$ cat src/rtl/mem_arbiter_pkg.sv
// Shared types for the N-port memory arbiter.
// Round-robin selection is enabled with MEM_ARBITER_RR_EN.
package mem_arbiter_pkg;

    typedef enum logic {ARB_IDLE, ARB_BUSY} mem_arb_state_t;

    function automatic int ptr_width(input int n);
        return (n > 1) ? $clog2(n) : 1;
    endfunction

endpackage

$ cat src/rtl/mem_arbiter_arb_pick.sv
// Combinational winner selection for mem_arbiter.
// MEM_ARBITER_RR_EN: round-robin from last+1, else lowest index wins.
module arb_pick
    import mem_arbiter_pkg::*;
#(
    parameter int NPORTS = 2,
    parameter int PW     = 1
) (
    input  logic [NPORTS-1:0] req,
    input  logic [PW-1:0]     last,
    output logic              valid,
    output logic [PW-1:0]     winner
);

`ifdef MEM_ARBITER_RR_EN
    logic found;
    int   idx;

    always_comb begin
        valid  = |req;
        winner = '0;
        found  = 1'b0;
        idx    = 0;
        for (int i = 0; i < NPORTS; i++) begin
            idx = (int'(last) + 1 + i) % NPORTS;
            if (!found && req[idx]) begin
                found  = 1'b1;
                winner = PW'(idx);
            end
        end
    end
`else
    logic unused_last;
    assign unused_last = ^last;

    // Descending scan so the lowest requesting index is written last.
    always_comb begin
        valid  = |req;
        winner = '0;
        for (int i = NPORTS - 1; i >= 0; i--) begin
            if (req[i]) begin
                winner = PW'(i);
            end
        end
    end
`endif

endmodule

$ cat src/rtl/mem_arbiter.sv
// N-port valid/ready memory arbiter with registered grant.
// MEM_ARBITER_RR_EN selects round-robin; default is fixed priority.
module mem_arbiter
    import mem_arbiter_pkg::*;
#(
    parameter int NPORTS = 2,
    parameter int AW     = 32,
    parameter int DW     = 32
) (
    input  logic                         clk,
    input  logic                         rst,
    input  logic [NPORTS-1:0]            m_valid,
    input  logic [NPORTS-1:0]            m_instr,
    input  logic [NPORTS-1:0][AW-1:0]    m_addr,
    input  logic [NPORTS-1:0][DW-1:0]    m_wdata,
    input  logic [NPORTS-1:0][DW/8-1:0]  m_wstrb,
    output logic [NPORTS-1:0][DW-1:0]    m_rdata,
    output logic [NPORTS-1:0]            m_ready,
    output logic                         mem_valid,
    output logic                         mem_instr,
    output logic [AW-1:0]                mem_addr,
    output logic [DW-1:0]                mem_wdata,
    output logic [DW/8-1:0]              mem_wstrb,
    input  logic [DW-1:0]                mem_rdata,
    input  logic                         mem_ready
);

    localparam int PW = ptr_width(NPORTS);
    localparam int SW = DW / 8;

    typedef struct packed {
        mem_arb_state_t state;
        logic [PW-1:0]  grant;
        logic [PW-1:0]  last;
        logic           instr;
        logic [AW-1:0]  addr;
        logic [DW-1:0]  wdata;
        logic [SW-1:0]  wstrb;
    } arb_reg_t;

    arb_reg_t      r_q;
    arb_reg_t      r_d;
    logic          pick_valid;
    logic [PW-1:0] pick_winner;

    arb_pick #(
        .NPORTS (NPORTS),
        .PW     (PW)
    ) u_pick (
        .req    (m_valid),
        .last   (r_q.last),
        .valid  (pick_valid),
        .winner (pick_winner)
    );

    always_ff @(posedge clk) begin
        if (rst) begin
            r_q       <= '0;
            r_q.state <= ARB_IDLE;
            r_q.last  <= PW'(NPORTS - 1);
        end else begin
            r_q <= r_d;
        end
    end

    always_comb begin
        r_d = r_q;
        unique case (r_q.state)
            ARB_IDLE: begin
                if (pick_valid) begin
                    r_d.state = ARB_BUSY;
                    r_d.grant = pick_winner;
                    r_d.instr = m_instr[pick_winner];
                    r_d.addr  = m_addr[pick_winner];
                    r_d.wdata = m_wdata[pick_winner];
                    r_d.wstrb = m_wstrb[pick_winner];
                end
            end
            ARB_BUSY: begin
                if (mem_ready) begin
                    r_d.state = ARB_IDLE;
                    r_d.last  = r_q.grant;
                end
            end
            default: r_d = r_q;
        endcase
    end

    // Completion is suppressed during reset so an abandoned access never answers.
    always_comb begin
        m_ready = '0;
        m_rdata = '0;
        if (r_q.state == ARB_BUSY && mem_ready && !rst) begin
            m_ready[r_q.grant] = 1'b1;
            m_rdata[r_q.grant] = mem_rdata;
        end
    end

    assign mem_valid = (r_q.state == ARB_BUSY);
    assign mem_instr = r_q.instr;
    assign mem_addr  = r_q.addr;
    assign mem_wdata = r_q.wdata;
    assign mem_wstrb = r_q.wstrb;

endmodule
$ cat config.mk
export PLATFORM = sky130hd
export DESIGN_NAME = mem_arbiter
export DESIGN_NICKNAME = d
export VERILOG_FILES = /design/src/rtl/mem_arbiter_pkg.sv /design/src/rtl/mem_arbiter_arb_pick.sv /design/src/rtl/mem_arbiter.sv
export SDC_FILE = /design/constraint.sdc
export NUM_CORES = 1
export LEC_CHECK = 0
export ABC_AREA = 1
export CAP_MARGIN = 25
export CORE_UTILIZATION = 25
export DETAILED_ROUTE_END_ITERATION = 10
export PLACE_DENSITY_LB_ADDON = 0.2
export RECOVER_POWER = 50
export REMOVE_ABC_BUFFERS = 1
export SLEW_MARGIN = 25
export SYNTH_ARGS = -nofsm -noshare
export SYNTH_HDL_FRONTEND = slang
export SYNTH_HIERARCHICAL = 1
export SYNTH_SLANG_ARGS = --single-unit
$ cat constraint.sdc
create_clock -name clk -period 1.77 [get_ports clk]
set_input_delay 0.2655 -clock clk [delete_from_list [all_inputs] [get_ports clk]]
set_output_delay 0.2655 -clock clk [all_outputs]
set_load 0.005 [all_outputs]
==> impl_metrics.py <==
metrics = {
    "clock_network": {
        "cts_tree": "done",
        "htree_levels": 3,
        "cts-root-buf": "clkbuf_16",
        "ctsHoldBuffers": 0,
        "ctsLongestPathBuffers": 2,
        "cts_buffers": 9,
        "clk-insertion-delay-late_ns": 0.34,
        "clk_pin_slew_worst_paths_ns": 0.05,
        "clock_sinks": 71,
    },
    "floorplanning": {
        "rows": 50,
        "initial_core_util_pct": 25.9,
        "core_um2": 19000,
        "ios": 311,
        "die_h_um": 142,
        "die-area_um2": 20200,
        "die_x_um": 142,
    },
    "timing": {
        "clock_skew_ns": 0.00502,
        "hold_violations": 0,
        "final_max_slew_viol_count": 0,
        "timing.final.ws_setup_ns": 0.0667,
        "max_slew_margin_pct": 47.2,
        "finalCritPeriodShare_pct": 96.2,
        "worst_pin_slew_ns": 0.792,
        "min_period_ns": 1.70,
        "fmax_mhz": 587,
        "rsz0062_at_grt": "yes",
        "setup_viol": 0,
    },
    "setup_path": {
        "crit_fanout": 8,
        "critical_path_class": "reg -> out",
        "startpoint_type": "flop",
        "crit_path_end_kind": "output pin",
        "worstPathArrival_ns": 1.44,
        "cp.required_ns": 1.50,
    },
    "global_route": {
        "met1_usage_pct": 15.5,
        "gr-total-overflow": 0,
        "grt_use_total_pct": 16.4,
        "antenna_found_initial": 0,
        "grt_start_max_net_pins": 72,
        "grt_pass1_wl_mm": 25.2,
        "use_met2_pct": 31.1,
        "grt.met3_usage_pct": 7.03,
        "grt_pass1_vias": 4835,
        "top_usage_layer": "met2",
    },
    "cells_and_area": {
        "multiInputGateArea_um2": 2160,
        "design_area_um2": 8060,
        "drive_gt1_share_pct": 7.17,
        "antenna_cells": 0,
        "seq_area_um2": 1420,
        "fillCellCount": 2107,
        "fin_nets": 1329,
        "syn_to_final_growth_pct": 63.8,
        "final_util_pct": 42.4,
    },
    "placed_design": {
        "portBuffers": 310,
        "dp_slack_ns": -0.355,
        "hpwl_mm": 12.4,
        "place_area_um2": 7880,
        "globalplace.congestion": 0.740,
    },
    "run_status": {
        "outcome": "finished, final reports clean",
    },
    "routing": {
        "wire_per_inst_um": 12.0,
        "final_antenna_net_count": 0,
        "drtIter0Drc": 122,
        "via_per_inst": 3.79,
        "drt-total-wl_mm": 17.0,
        "route.vias.total": 5373,
        "post-route-drc-count": 0,
        "drt_first_pass_iters": 4,
    },
    "logic_synthesis": {
        "synthesis.instances": 921,
        "syn_area_um2": 4920,
        "syn_avg_cell_area_um2": 5.34,
        "yosysWarnings": 6,
    },
    "power_and_ir_drop": {
        "ir_worst_vdd_mv": 0.439,
        "power_density_nw_per_um2": 629,
        "p_total_mw": 5.07,
        "p_leak_nw": 4.64,
    },
    "run": {
        "drv_cap": 0,
    },
    "min_path": {
        "hold_path.class": "in -> reg",
    },
}
## power breakdown
group,internal [mW],switching [mW]
registers,1.76,0.0761
logic,0.884,0.680
clock network,0.971,0.700
total,3.62,1.46
## registers in the layout, summed over array words and instances, names as in the netlist
register / flops
mem_valid: 1
mem_instr: 1
mem_wstrb: 4
mem_wdata: 32
r_q: 1
mem_addr: 32
## critical path: stages, from the launching register on
cell	delay, ns
dfxtp_2	0.33
nand3_2	0.09
inv_2	0.09
buf_6	0.11
nand2_8	0.08
buf_16	0.15
inv_1	0.05
clkdlybuf4s15_1	0.20
## metal layers
| metal | part of all wire (%) | vias up |
|---|---|---|
| li1 | - | 2953 |
| met1 | 36 | 2206 |
| met2 | 51 | 196 |
| met3 | 11 | 18 |
| met4 | 1.6 | 0 |
| met5 | 0 | - |
## cells in the final DEF, fill, tap and decap left out, types with 2 or more instances in the layout
| cell type | count |
|---|---|
| buf_12 | 6 |
| buf_16 | 3 |
| buf_2 | 2 |
| buf_4 | 8 |
| clkbuf_16 | 10 |
| clkbuf_2 | 32 |
| clkbuf_4 | 3 |
| clkdlybuf4s15_1 | 2 |
| clkdlybuf4s50_1 | 242 |
| clkinv_2 | 3 |
| dfxtp_1 | 69 |
| dfxtp_2 | 2 |
| dlygate4sd2_1 | 31 |
| inv_1 | 176 |
| inv_2 | 3 |
| nand2_1 | 348 |
| nor2_1 | 204 |
| nor2_4 | 2 |
## through the flow
step | cells | TNS [ns] | hold WS (ns)
after detailed placement | 1398 | -22.48 | 0.502
after global placement | 1398 | -22.63 | 0.502
after CTS | 1417 | 0 | 0.341
final | 1418 | 0 | 0.358
after floorplan | 811 | -177.92 | 0.423
after global routing | 1418 | -0.0159 | 0.387
## worst paths after layout
path / startpoint / to / slack (ns) / cells past startpoint
worst max-delay path: mem_valid / m_ready[1] / 0.07 / 7
worst max register to register: mem_valid / mem_wdata[12] / 0.32 / 6
worst min-delay path: mem_ready / mem_valid / 0.36 / 4
worst min register to register: mem_wstrb[1] / mem_wstrb[1] / 0.51 / 4
## final cells by class
type	count	area share [%]
Clock buffer	11	3.01
Inverter	179	8.33
Timing Repair Buffer	332	39.9
Tap cell	260	4.04
Clock inverter	4	0.279
Multi-Input combinational cell	561	26.8
Sequential cell	71	17.7
## timing repair
action,in CTS,in global routing
endpoints found under the setup margin,66,47
gates cloned,3,1
buffers inserted,1,0
resized for setup,99,56
Note: power is estimated with default switching activity, not from simulation.
